**src/rtl/alu_sequencer_if.sv**
```systemverilog
// Instruction-fetch handshake and ALU issue bus for alu_sequencer.
// The master view belongs to the sequencer; the slave view belongs to the
// environment, which supplies instructions and the combinational ALU.
interface alu_sequencer_if #(
    parameter int PC_W = 8
);
    logic [15:0]     Instr;
    logic            InstrValid;
    logic            InstrReady;
    logic [PC_W-1:0] PC;
    logic [15:0]     Operand1;
    logic [15:0]     Operand2;
    logic [2:0]      FUNC;
    logic [15:0]     Result;
    logic            ZF;

    modport master (
        input  Instr,
        input  InstrValid,
        input  Result,
        input  ZF,
        output InstrReady,
        output PC,
        output Operand1,
        output Operand2,
        output FUNC
    );

    modport slave (
        output Instr,
        output InstrValid,
        output Result,
        output ZF,
        input  InstrReady,
        input  PC,
        input  Operand1,
        input  Operand2,
        input  FUNC
    );
endinterface

```
**src/rtl/alu_sequencer.sv**
```systemverilog
// Multi-cycle sequencer for a 16-bit combinational ALU.
// Each instruction walks IDLE -> DECODE -> EXEC -> WB, so one instruction
// retires every four cycles. Operands come from an internal register file
// whose R0 is hardwired to zero; results are written back in WB together
// with the PC update. HALT parks the machine until reset.
module alu_sequencer #(
    parameter int PC_W = 8,
    parameter int NREG = 8
) (
    input  logic                  CLK,
    input  logic                  RST,
    alu_sequencer_if.master       bus,
    output logic                  Zflag,
    output logic                  Retire,
    output logic                  Halted,
    input  logic [2:0]            DbgSel,
    output logic [15:0]           DbgData
);

    localparam logic [3:0] OP_LI   = 4'b1000;
    localparam logic [3:0] OP_BZ   = 4'b1001;
    localparam logic [3:0] OP_HALT = 4'b1111;

    localparam logic [2:0] FUNC_ADD = 3'd0;
    localparam logic [2:0] FUNC_OR  = 3'd3;

    typedef enum logic [2:0] {
        S_IDLE,
        S_DECODE,
        S_EXEC,
        S_WB,
        S_HALTED
    } state_t;

    state_t          r_state;
    state_t          w_state_nxt;

    logic [15:0]     r_instr;
    logic [15:0]     r_regs [NREG];
    logic [PC_W-1:0] r_pc;
    logic [15:0]     r_op1;
    logic [15:0]     r_op2;
    logic [2:0]      r_func;
    logic [15:0]     r_result;
    logic            r_zf;
    logic            r_zflag;

    logic            w_ready;
    logic            w_retire;
    logic            w_halted;

    logic [3:0]      w_opcode;
    logic [2:0]      w_rd;
    logic [2:0]      w_rs;
    logic [2:0]      w_rt;
    logic [5:0]      w_imm6;

    logic            w_is_alu;
    logic            w_is_li;
    logic            w_is_bz;
    logic            w_wb_en;

    logic [15:0]     w_dec_op1;
    logic [15:0]     w_dec_op2;
    logic [2:0]      w_dec_func;

    logic [PC_W-1:0] w_pc_inc;
    logic [PC_W-1:0] w_pc_br;
    logic [PC_W-1:0] w_pc_nxt;

    // Register-file read with R0 and out-of-range selects reading as zero.
    function automatic logic [15:0] rf_read(input logic [2:0] idx);
        logic [15:0] v;
        v = '0;
        if ((idx != 3'd0) && (int'(idx) < NREG)) begin
            v = r_regs[idx];
        end
        return v;
    endfunction

    // PC + 1 + sign-extended 6-bit offset, wrapping modulo 2^PC_W.
    function automatic logic [PC_W-1:0] branch_target(
        input logic [PC_W-1:0] pc,
        input logic [5:0]      imm
    );
        logic signed [5:0]      imm_s;
        logic signed [PC_W-1:0] off_s;
        imm_s = imm;
        off_s = {{(PC_W-6){imm_s[5]}}, imm_s};
        return pc + PC_W'(1) + $unsigned(off_s);
    endfunction

    assign w_opcode = r_instr[15:12];
    assign w_rd     = r_instr[11:9];
    assign w_rs     = r_instr[8:6];
    assign w_rt     = r_instr[5:3];
    assign w_imm6   = r_instr[5:0];

    assign w_is_alu = ~w_opcode[3];
    assign w_is_li  = (w_opcode == OP_LI);
    assign w_is_bz  = (w_opcode == OP_BZ);
    assign w_wb_en  = (w_is_alu || w_is_li) && (w_rd != 3'd0) && (int'(w_rd) < NREG);

    assign w_pc_inc = r_pc + PC_W'(1);
    assign w_pc_br  = branch_target(r_pc, w_imm6);
    assign w_pc_nxt = (w_is_bz && r_zf) ? w_pc_br : w_pc_inc;

    // Decode the latched instruction into the operand/function values for the ALU.
    always_comb begin
        w_dec_op1  = '0;
        w_dec_op2  = '0;
        w_dec_func = FUNC_ADD;
        if (w_is_alu) begin
            w_dec_op1  = rf_read(w_rs);
            w_dec_op2  = rf_read(w_rt);
            w_dec_func = w_opcode[2:0];
        end else if (w_is_li) begin
            w_dec_op2  = {10'd0, w_imm6};
        end else if (w_is_bz) begin
            w_dec_op1  = rf_read(w_rs);
            w_dec_op2  = rf_read(w_rs);
            w_dec_func = FUNC_OR;
        end
    end

    // FSM state register.
    always_ff @(posedge CLK) begin
        if (RST) begin
            r_state <= S_IDLE;
        end else begin
            r_state <= w_state_nxt;
        end
    end

    // FSM next-state and status outputs; status is forced low while reset is held.
    always_comb begin
        w_state_nxt = r_state;
        w_ready     = 1'b0;
        w_retire    = 1'b0;
        w_halted    = 1'b0;
        unique case (r_state)
            S_IDLE: begin
                w_ready = ~RST;
                if (bus.InstrValid) begin
                    w_state_nxt = S_DECODE;
                end
            end
            S_DECODE: begin
                w_state_nxt = (w_opcode == OP_HALT) ? S_HALTED : S_EXEC;
            end
            S_EXEC: begin
                w_state_nxt = S_WB;
            end
            S_WB: begin
                w_retire    = ~RST;
                w_state_nxt = S_IDLE;
            end
            S_HALTED: begin
                w_halted    = ~RST;
            end
            default: begin
                w_state_nxt = S_IDLE;
            end
        endcase
    end

    // Instruction latch on acceptance and ALU result capture at the end of EXEC.
    always_ff @(posedge CLK) begin
        if ((r_state == S_IDLE) && bus.InstrValid) begin
            r_instr <= bus.Instr;
        end
        if (r_state == S_EXEC) begin
            r_result <= bus.Result;
            r_zf     <= bus.ZF;
        end
    end

    // Registered ALU issue bus, loaded only in DECODE and held until the next DECODE.
    always_ff @(posedge CLK) begin
        if (RST) begin
            r_op1  <= '0;
            r_op2  <= '0;
            r_func <= FUNC_ADD;
        end else if (r_state == S_DECODE) begin
            r_op1  <= w_dec_op1;
            r_op2  <= w_dec_op2;
            r_func <= w_dec_func;
        end
    end

    // Architectural state update in WB: register writeback, zero flag and PC.
    always_ff @(posedge CLK) begin
        if (RST) begin
            r_pc    <= '0;
            r_zflag <= 1'b0;
            for (int i = 0; i < NREG; i++) begin
                r_regs[i] <= '0;
            end
        end else if (r_state == S_WB) begin
            r_pc <= w_pc_nxt;
            if (w_is_alu) begin
                r_zflag <= r_zf;
            end
            if (w_wb_en) begin
                r_regs[w_rd] <= r_result;
            end
        end
    end

    assign bus.InstrReady = w_ready;
    assign bus.PC         = r_pc;
    assign bus.Operand1   = r_op1;
    assign bus.Operand2   = r_op2;
    assign bus.FUNC       = r_func;

    assign Zflag   = r_zflag;
    assign Retire  = w_retire;
    assign Halted  = w_halted;
    assign DbgData = rf_read(DbgSel);

endmodule
```
**src/flat_wrapper.sv**
```systemverilog
// flat-port wrapper written by rule: the top's interface ports become plain ports
module alu_sequencer_flat 
#(
    parameter int PC_W = 8,
    parameter int NREG = 8
)
  (CLK, RST, Zflag, Retire, Halted, DbgSel, DbgData, bus_Instr, bus_InstrValid, bus_Result, bus_ZF, bus_InstrReady, bus_PC, bus_Operand1, bus_Operand2, bus_FUNC);
  alu_sequencer_if #(.PC_W(PC_W)) bus_i ();
  input  logic CLK;
  input  logic RST;
  output logic Zflag;
  output logic Retire;
  output logic Halted;
  input  logic [2:0] DbgSel;
  output logic [15:0] DbgData;
  input wire logic [$bits(bus_i.Instr)-1:0] bus_Instr;
  input wire logic [$bits(bus_i.InstrValid)-1:0] bus_InstrValid;
  input wire logic [$bits(bus_i.Result)-1:0] bus_Result;
  input wire logic [$bits(bus_i.ZF)-1:0] bus_ZF;
  output wire logic [$bits(bus_i.InstrReady)-1:0] bus_InstrReady;
  output wire logic [$bits(bus_i.PC)-1:0] bus_PC;
  output wire logic [$bits(bus_i.Operand1)-1:0] bus_Operand1;
  output wire logic [$bits(bus_i.Operand2)-1:0] bus_Operand2;
  output wire logic [$bits(bus_i.FUNC)-1:0] bus_FUNC;
  assign bus_i.Instr = bus_Instr;
  assign bus_i.InstrValid = bus_InstrValid;
  assign bus_i.Result = bus_Result;
  assign bus_i.ZF = bus_ZF;
  assign bus_InstrReady = bus_i.InstrReady;
  assign bus_PC = bus_i.PC;
  assign bus_Operand1 = bus_i.Operand1;
  assign bus_Operand2 = bus_i.Operand2;
  assign bus_FUNC = bus_i.FUNC;
  alu_sequencer #(.PC_W(PC_W), .NREG(NREG)) u_core (.CLK(CLK), .RST(RST), .bus(bus_i), .Zflag(Zflag), .Retire(Retire), .Halted(Halted), .DbgSel(DbgSel), .DbgData(DbgData));
endmodule
```
**config.mk**
```make
export PLATFORM = sky130hd
export DESIGN_NAME = alu_sequencer_flat
export DESIGN_NICKNAME = d
export VERILOG_FILES = /design/src/rtl/alu_sequencer_if.sv /design/src/rtl/alu_sequencer.sv /design/src/flat_wrapper.sv
export SDC_FILE = /design/constraint.sdc
export NUM_CORES = 1
export LEC_CHECK = 0
export BUFFER_PORTS_ARGS = -buffer_cell sky130_fd_sc_hd__buf_2
export CAP_MARGIN = 15
export CORE_ASPECT_RATIO = 1.4
export CORE_MARGIN = 5
export CORE_UTILIZATION = 40
export CTS_BUF_LIST = sky130_fd_sc_hd__clkbuf_4 sky130_fd_sc_hd__clkbuf_8
export CTS_CLUSTER_SIZE = 10
export DETAILED_ROUTE_END_ITERATION = 8
export HOLD_SLACK_MARGIN = 0.12
export PLACE_DENSITY_LB_ADDON = 0.15
export SLEW_MARGIN = 40
export SYNTH_ARGS = -nofsm -noshare
export SYNTH_HDL_FRONTEND = slang
export SYNTH_SLANG_ARGS = --single-unit
```
**constraint.sdc**
```tcl
create_clock -name CLK -period 3.2 [get_ports CLK]
set_input_delay 0.64 -clock CLK [delete_from_list [all_inputs] [get_ports CLK]]
set_output_delay 0.64 -clock CLK [all_outputs]
set_load 0.05 [all_outputs]
```
Word level (Yosys, flattened, before mapping)

Memory sizes are Yosys's and may differ from the RTL's. A register that Yosys moved wholly into a read port is not among the register bits.
Cells that the tools add are included.

Register bits after elaboration: 80
Bits in latches: 0
Memory bits (writable): 128
Memory bits (read-only): 0
Input bits: 39
Output and inout port bits: 63
Word-level logic and storage cells: 64
Memories kept: 1

Add/sub/neg operators: 2
Multiply operators: 0
Divide/modulo/power cells: 0
$lt $le $gt $ge: 0
Equality and inequality tests: 8
Shift operators: 0
Multiplexer cells: 29
Bitwise operators: 3
Reduce and logical (&&, ||, !) cells: 12

Memories:

| memory        | words | width | rd ports | clocked after Yosys merged registers in | wr ports | RTL line            | source |
|---|---|---|---|---|---|---|---|
| u_core.r_regs | 8     | 16    | 3        | 2                                       | 8        | alu_sequencer.sv:39 | `logic [15:0] r_regs [NREG];` |

Operators by type and width:

| operator            | number |
|---|---|
| $mux 16             | 9 |
| $mux 3              | 7 |
| $reduce_or 16->1    | 1 |
| $eq 4x4->1 const B  | 3 |
| $pmux 3 s4          | 1 |
| $reduce_bool 3->1   | 4 |
| $mux 1              | 10 |
| $add 8x1->8 const B | 1 |
| $add 8x8->8         | 1 |
| $mux 8              | 1 |
| $eq 3x2->1 const B  | 2 |
| $reduce_and 2->1    | 2 |
| $eq 3x1->1 const B  | 1 |
| $eq 3x3->1 const B  | 1 |
| $logic_and 1x1->1   | 3 |
| $logic_not 3->1     | 1 |
| $not 1->1           | 3 |
| $mux 2              | 1 |
| $ne 2x2->1 const B  | 1 |
| $logic_or 1x1->1    | 1 |

Logic depth before layout (Yosys ltp)

Gate-level depths: netlist of the first run.

Depth after elaboration: 9
Gate-level depth with buffers: 11
Mapped depth without buffers: 11

Worst setup path after synthesis of the first run

OpenSTA, ideal clock, no wires.

Path type: input -> output
Start point: input port DbgSel[1]
End point: output port DbgData[10]
Arrival: 2687 ps
Data required time: 2560 ps
Slack: -127 ps
Stages on the path: 5
Path buffers: 2
Cell sequence: clkbuf_1 nor2b_1 clkbuf_1 a22oi_1 o21ai_0

Word-level cells in the longest chain between the ends: 2
Elaborated cells on any way between the ends: 3
Those cells by class: 1 x mux; 1 x reduce/logical; 1 x memory

Ends and longest elaborated chain:

| item                                              | RTL line            | source |
|---|---|---|
| from (decl)                                       | flat_wrapper.sv:14  | `input logic [2:0] DbgSel;` |
| $mem_v2 8x16 or $reduce_bool 3->1 (tied branches) | --                  |  |
| $mux 16 (*)                                       | alu_sequencer.sv:75 | `if ((idx != 3'd0) && (int'(idx) < NREG)) begin` |
| to (decl)                                         | flat_wrapper.sv:15  | `output logic [15:0] DbgData;` |

Mark *: on every way between the ends. The rest lies on a longest branch, timed or not.

Final worst setup path of the first run

Start point: register u_core.r_pc[0], in the netlist u_core.bus.PC[0]
End point: register u_core.r_pc[7], in the netlist u_core.bus.PC[7]

Word-level cells in the longest chain between the ends: 3

Ends and longest elaborated chain:

| item                   | RTL line                                  | source |
|---|---|---|
| from (decl)            | alu_sequencer.sv:40                       | `logic [PC_W-1:0] r_pc;` |
| from (signal assigned) | alu_sequencer.sv:200                      | `r_pc <= w_pc_nxt;` |
| $add 8x1->8 (*)        | alu_sequencer.sv:90, alu_sequencer.sv:104 |  |
| $add 8x8->8            | alu_sequencer.sv:90                       | `return pc + PC_W'(1) + $unsigned(off_s);` |
| $mux 8 (*)             | alu_sequencer.sv:106                      | `assign w_pc_nxt = (w_is_bz && r_zf) ? w_pc_br : w_pc_inc;` |

Marks and branches as above.
A chain may end at the register's enable or synchronous reset.

==> qor.csv, run 1 <==
metric,value,unit
status,completed,
fmax,369,MHz
Clk pwr share,0.359,
area of the multi-input gates,0.00510,mm²
number of placement rows,72,
clock sink count,214,
Slew @ Worst Pin,839,ps
post-synthesis instance area,0.0113,mm²
NetSw,1920,µW
Synth Area in Compound Gates,0.0846,
Most used DFF post-synth,edfxtp_1,
first-pass GRT wire length,45.3,mm
Adder-Cell Fraction of Synth Area,0.0118,
grt ovf,0,
"Hold-fix buffers, CTS",0,
largest net degree at the start of global routing,45,
gr usage total,0.180,
HPWL Detailed,21.1,mm
combinational family with the most area after synthesis,multiplexers,
Setup Skew,23.5,ps
via/cell ratio,5.45,
Post-synth ARST share,0,
maximum clock insertion buffer count,3,
router iterations before antenna repair,5,
Hold Fails Final Rpt,0,
Reg2Reg Depth,9,
endpoint type of the worst setup path,register,
hold endpoint,u_core.r_result[1]$_DFFE_PP_,
WS Path Type,register to register,
core area,0.0277,mm²
detail-routed net length per standard cell,20.8,µm
Initial Util,0.406,
pwr/cell area,528,mW/mm²
hold_sp,bus_Result[1],
DRC Markers,0,
die width,152,µm
min Tclk post-route,2710,ps
CTS root buffer,clkbuf_8,
power share of the sequential group,0.478,
gp weighted congestion,0.864,
Post-Synthesis Cells,865,
register area,0.00590,mm²
crit path launch type,register,
Fin Setup TNS,0,ps
Fillers,2626,
total CTS buffers,39,
unrepaired setup endpoints after global routing,false,
total of max-cap violations,0,
vias in the first global route,7742,
Sw Ratio,0.280,
"EDFF count, synth",161,
H-tree depth,2,
area growth from synthesis to layout,15.2,%
Setup-failing EPs final,0,
worst hold path type,primary input to register,
WL final,28.8,mm
Antenna Cells,0,
initial antenna violation count,1,
Via Count,7542,
worst skew pair latency,550,ps
cell with the most instances after synthesis,edfxtp_1,
Die Area,0.0317,mm²
pins over their slew limit,0,
worst reg2reg path startpoint,u_core.bus.PC[0]$_SDFFE_PP0N_,
final worst-path cycle share,0.847,
commonest cells in the netlist,"161 x edfxtp_1, 113 x and2_1, 68 x mux4_2",
xor/xnor share of the synthesized area,0.00700,
peak supply drop,0.245,mV
# port buffers,101,
sequential cell area fraction in the yosys report,0.523,
r2r setup slk,490,ps
Clock transition at path regs,60,ps
nets,1037,
Mapped Avg Cell Area,13.0,µm²
crit path DAT,3180,ps
Area contributors post-synth,"edfxtp_1 43%, mux4_2 14%, dfxtp_1 9.4%",
Hold Crit Depth,1,
Yosys top cell by area,edfxtp_1,
area share of the leading cell type in the synthesized netlist,0.429,
simple-gate portion of the synthesized area,0.137,
Resize count post-CTS,0,
Reg-to-Reg End,u_core.bus.PC[7]$_SDFFE_PP0N_,
Chip Height,209,µm
Leak Pwr,0.00493,µW
Worst slew margin,0.436,
post-synthesis cell type count,61,
P_int,4930,µW
"FF+latch count, synth",214,
# IOs,102,
mux contribution to synthesized area,0.205,
final hold slack,265,ps
CTS tree,yes,
yosys warns,0,
proportion of layout cells with a drive suffix above 1,0.324,
crit path max fanout,7,
Logic pwr share,0.162,
setup bufs post-CTS,0,
DRT antenna net count,0,
Initial DRC Count,421,
CP required,3670,ps
critical path: stages (launching register included):
cell     delay, ps
dfxtp_1        430
ha_1           270
xor2_1         170
ha_1           290
o21ai_0        240
nor2_1          90
o41ai_1        530
o21ai_0        270
a31o_1         230
a21oi_1        130
power by group through the flow:
stage / sequential [µW] / clock (µW) / combinational, µW
after global routing: 3300 / 2680 / 1200
after detailed placement: 3330 / 0 / 1120
after floorplan: 3360 / 0 / 789
after CTS: 3280 / 2550 / 1130
final: 3280 / 2460 / 1110
after global placement: 3330 / 0 / 1120
cell type report:
type,instances,area share
clock buffers,53,0.0509
clock inverters,15,0.00540
inverters,4,0.00116
multi-input cells,597,0.393
flip-flops and latches,214,0.454
well taps,370,0.0357
repair buffers,132,0.0598
per-layer routing:
layer	vias up	share of wire	track usage
met4	2	0.021	0.0543
met3	41	0.061	0.0432
met5	-	0.00045	0
li1	3567	-	-
met2	239	0.48	0.295
met1	3693	0.44	0.237
how the worst max path moves through the flow:
| stage | from | to | slack, ps | depth (start not counted) |
|---|---|---|---|---|
| 2_1_floorplan | RST | Halted | 100 | 2 |
| 3_3_place_gp | DbgSel[0] | DbgData[12] | 480 | 6 |
| 3_5_place_dp | DbgSel[0] | DbgData[12] | 470 | 6 |
| 4_1_cts | DbgSel[0] | DbgData[12] | 470 | 6 |
| 5_1_grt | u_core.bus.PC[0]$_SDFFE_PP0N_ | u_core.bus.PC[7]$_SDFFE_PP0N_ | 300 | 9 |
| 6_report | u_core.bus.PC[0]$_SDFFE_PP0N_ | u_core.bus.PC[7]$_SDFFE_PP0N_ | 490 | 9 |
metrics by stage:
stage	utilization	cell area (µm²)	total power (µW)	setup WS [ps]	instances
6_report	0.468	13000	6850	489	1385
4_1_cts	0.468	13000	6960	468	1385
5_1_grt	0.468	13000	7180	296	1385
2_1_floorplan	-	11300	4150	97.2	880
3_5_place_dp	0.441	12200	4450	468	1317
3_3_place_gp	0.441	12200	4450	476	1317
registers in the layout, indices dropped and copies added (netlist names), named ones only:
register             count
u_core.r_result         16
u_core.r_state           3
u_core.r_instr          16
u_core.r_regs          128
u_core.bus.FUNC          3
u_core.Zflag             1
u_core.bus.PC            8
u_core.bus.Operand2     16
u_core.bus.Operand1     16
u_core.r_zf              1
cells by family after synthesis:
kind of cell / count (synthesis)
compound gates: 151
fa+ha+maj: 10
buf+inv: 69
mux: 140
other cells: 1
simple gates: 271
flops: 214
xor+xnor: 9
cells in the final DEF (no fill, tap or decap), types with 3 or more instances in the layout:
cell type,n
edfxtp_1,161
and2_1,113
buf_2,101
mux4_2,68
dfxtp_1,51
mux2_2,43
nor2_1,43
clkbuf_8,42
a21oi_1,32
nor3_1,32
nand2_1,30
mux2i_1,29
o21ai_0,29
buf_4,28
a22oi_1,21
conb_1,16
o21ai_1,15
a31oi_1,12
clkbuf_4,11
a32oi_1,10
nand3_1,9
ha_1,9
clkinv_1,9
or2_2,8
o21bai_1,8
a211oi_1,6
nor2_4,6
o22ai_1,6
xnor2_1,5
xor2_1,4
inv_1,4
nor4_1,4
clkinv_2,4
a21o_1,3
nand2b_1,3
a311oi_1,3
buf_12,3
No activity file was read; power rests on OpenSTA's default activity.
==> inputs of run 2 (changes only) <==
Clock period 3.2 ns to 2.6 ns, I/O delays scaled along.
==> run 2 against run 1 <==
Compared with the run above:
- sequential share of layout area down 1.1 points
- first-iteration DRC count down 13%
- power up 27%
- critical path depth down 5
- final area up 2.6%
- core utilization up 1.2 points
- wire length up 8.3%
- combinational power up 36%
- non-clock buffer count up 16
- clock power up 30%
==> qor.csv, run 2 (same netlist as run 1, synthesis figures left out) <==
metric,value,unit
largest net degree at the start of global routing,43,
CP required,2080,ps
Setup Skew,25.0,ps
# port buffers,101,
maximum clock insertion buffer count,3,
max FFs per register,128,
Reg-to-Reg End,u_core.bus.PC[7]$_SDFFE_PP0N_,
crit path launch type,register,
DRT antenna net count,0,
nets,1051,
Hold Crit Depth,1,
Fillers,2548,
grt ovf,0,
placed cells,1330,
WL met2,15.8,mm
DRC Markers,0,
area growth from synthesis to layout,18.2,%
gp weighted congestion,0.823,
total design power,8700,µW
proportion of layout cells with a drive suffix above 1,0.345,
number of placement rows,72,
DR top layer,met4,
Worst slew margin,0.477,
via/cell ratio,5.49,
unrepaired setup endpoints after global routing,false,
"most common cell after layout, fill and taps aside",edfxtp_1,
crit path DAT,1930,ps
Leak Pwr,0.00509,µW
worst reg2reg path startpoint,u_core.bus.PC[0]$_SDFFE_PP0N_,
peak supply drop,0.285,mV
first-pass GRT wire length,49.4,mm
WS Path Type,register to primary output,
Setup-failing EPs final,0,
Finished Layout Cells,1401,
Chip Height,209,µm
DP Area,0.0125,mm²
Reg2Reg Depth,9,
detail-routed net length per standard cell,22.2,µm
final hold slack,155,ps
total CTS buffers,37,
crit path max fanout,3,
wire length on met1,13.2,mm
Fin Setup TNS,0,ps
Die Area,0.0317,mm²
r2r setup slk,260,ps
core area,0.0277,mm²
Slew @ Worst Pin,784,ps
Initial DRC Count,368,
worst skew pair latency,540,ps
most flop-heavy register,u_core.r_regs,
router iterations before antenna repair,4,
CTS tree,yes,
Via Count,7690,
HPWL Detailed,21.5,mm
pins over their slew limit,0,
initial antenna violation count,0,
most frequent cells in the layout,"161 x edfxtp_1, 113 x and2_1, 101 x buf_2",
Antenna Cells,0,
fin area,0.0133,mm²
WL final,31.2,mm
min Tclk post-route,2450,ps
endpoint type of the worst setup path,primary output,
CTS root buffer,clkbuf_8,
worst hold path type,primary input to register,
pwr/cell area,654,mW/mm²
# IOs,102,
status,completed,
Initial Util,0.406,
fmax,409,MHz
Clock transition at path regs,60,ps
H-tree depth,2,
met3 wire len,1.43,mm
Hold Fails Final Rpt,0,
die width,152,µm
vias in the first global route,8163,
final worst-path cycle share,0.941,
clock sink count,214,
total of max-cap violations,0,
hold endpoint,u_core.r_instr[14]$_DFFE_PP_,
hold_sp,bus_Instr[14],
gr usage total,0.199,
## run 2: cell count changes in the layout (fill, tap and decap cells not counted), sizes merged
| cell | before | now |
|---|---|---|
| buf | 132 | 145 |
| clkbuf | 53 | 49 |
| clkinv | 13 | 16 |
| dlygate4sd3 | 0 | 3 |
| bufinv | 0 | 2 |
| inv | 5 | 4 |
## run 2: area by class of cell
| class | instances | area [µm²] | area share |
|---|---|---|---|
| clock buffers | 49 | 631 | 0.0474 |
| clock inverters | 19 | 136 | 0.0102 |
| inverters | 4 | 15.0 | 0.00113 |
| multi-input cells | 597 | 5160 | 0.387 |
| flip-flops and latches | 214 | 5900 | 0.443 |
| well taps | 370 | 463 | 0.0348 |
| repair buffers | 148 | 1020 | 0.0763 |
## run 2: metrics by stage
step | utilization | setup WS (ps)
global route | 0.480 | 28.9
floorplan | - | -111
CTS | 0.480 | 42.2
global placement | 0.451 | 155
detailed placement | 0.451 | 72.0
finish | 0.480 | 152
## run 2: per-layer routing
| metal | track usage | vias up |
|---|---|---|
| met3 | 0.0353 | 45 |
| met2 | 0.342 | 225 |
| met5 | 0 | - |
| met4 | 0.0596 | 0 |
| met1 | 0.256 | 3832 |
| li1 | - | 3588 |
## run 2: critical path, stage by stage (launching register included)
cell and delay (ps):
edfxtp_1 460, mux4_2 500, nand2_1 90, o21ai_2 90, buf_2 250
## run 2: worst max path at each step
| stage | start | end | slack [ps] | cells after the start |
|---|---|---|---|---|
| final | u_core.r_regs[7][6]$_SDFFCE_PN0P_ | DbgData[6] | 150 | 4 |
| after global routing | u_core.bus.PC[0]$_SDFFE_PP0N_ | u_core.bus.PC[7]$_SDFFE_PP0N_ | 30 | 9 |
| after CTS | u_core.bus.PC[0]$_SDFFE_PP0N_ | u_core.bus.PC[7]$_SDFFE_PP0N_ | 40 | 9 |
| after detailed placement | u_core.bus.PC[0]$_SDFFE_PP0N_ | u_core.bus.PC[7]$_SDFFE_PP0N_ | 70 | 9 |
| after global placement | u_core.bus.PC[0]$_SDFFE_PP0N_ | u_core.bus.PC[7]$_SDFFE_PP0N_ | 150 | 9 |
| after floorplan | DbgSel[1] | DbgData[10] | -110 | 5 |
## run 2: timing repair
item / CTS / global route
hold buffers: 3 / 0
buffers inserted: 0 / 0
setup endpoints to repair: 0 / 1
hold endpoints to repair: 3 / 0
gates resized for setup: 0 / 2
## run 2: report_power, final
| group | leakage, µW | total, µW | internal, µW | switching [µW] |
|---|---|---|---|---|
| Sequential | 0.00205 | 4000 | 3850 | 150 |
| Combinational | 0.00263 | 1510 | 620 | 891 |
| Clock | 0.000404 | 3190 | 1780 | 1410 |
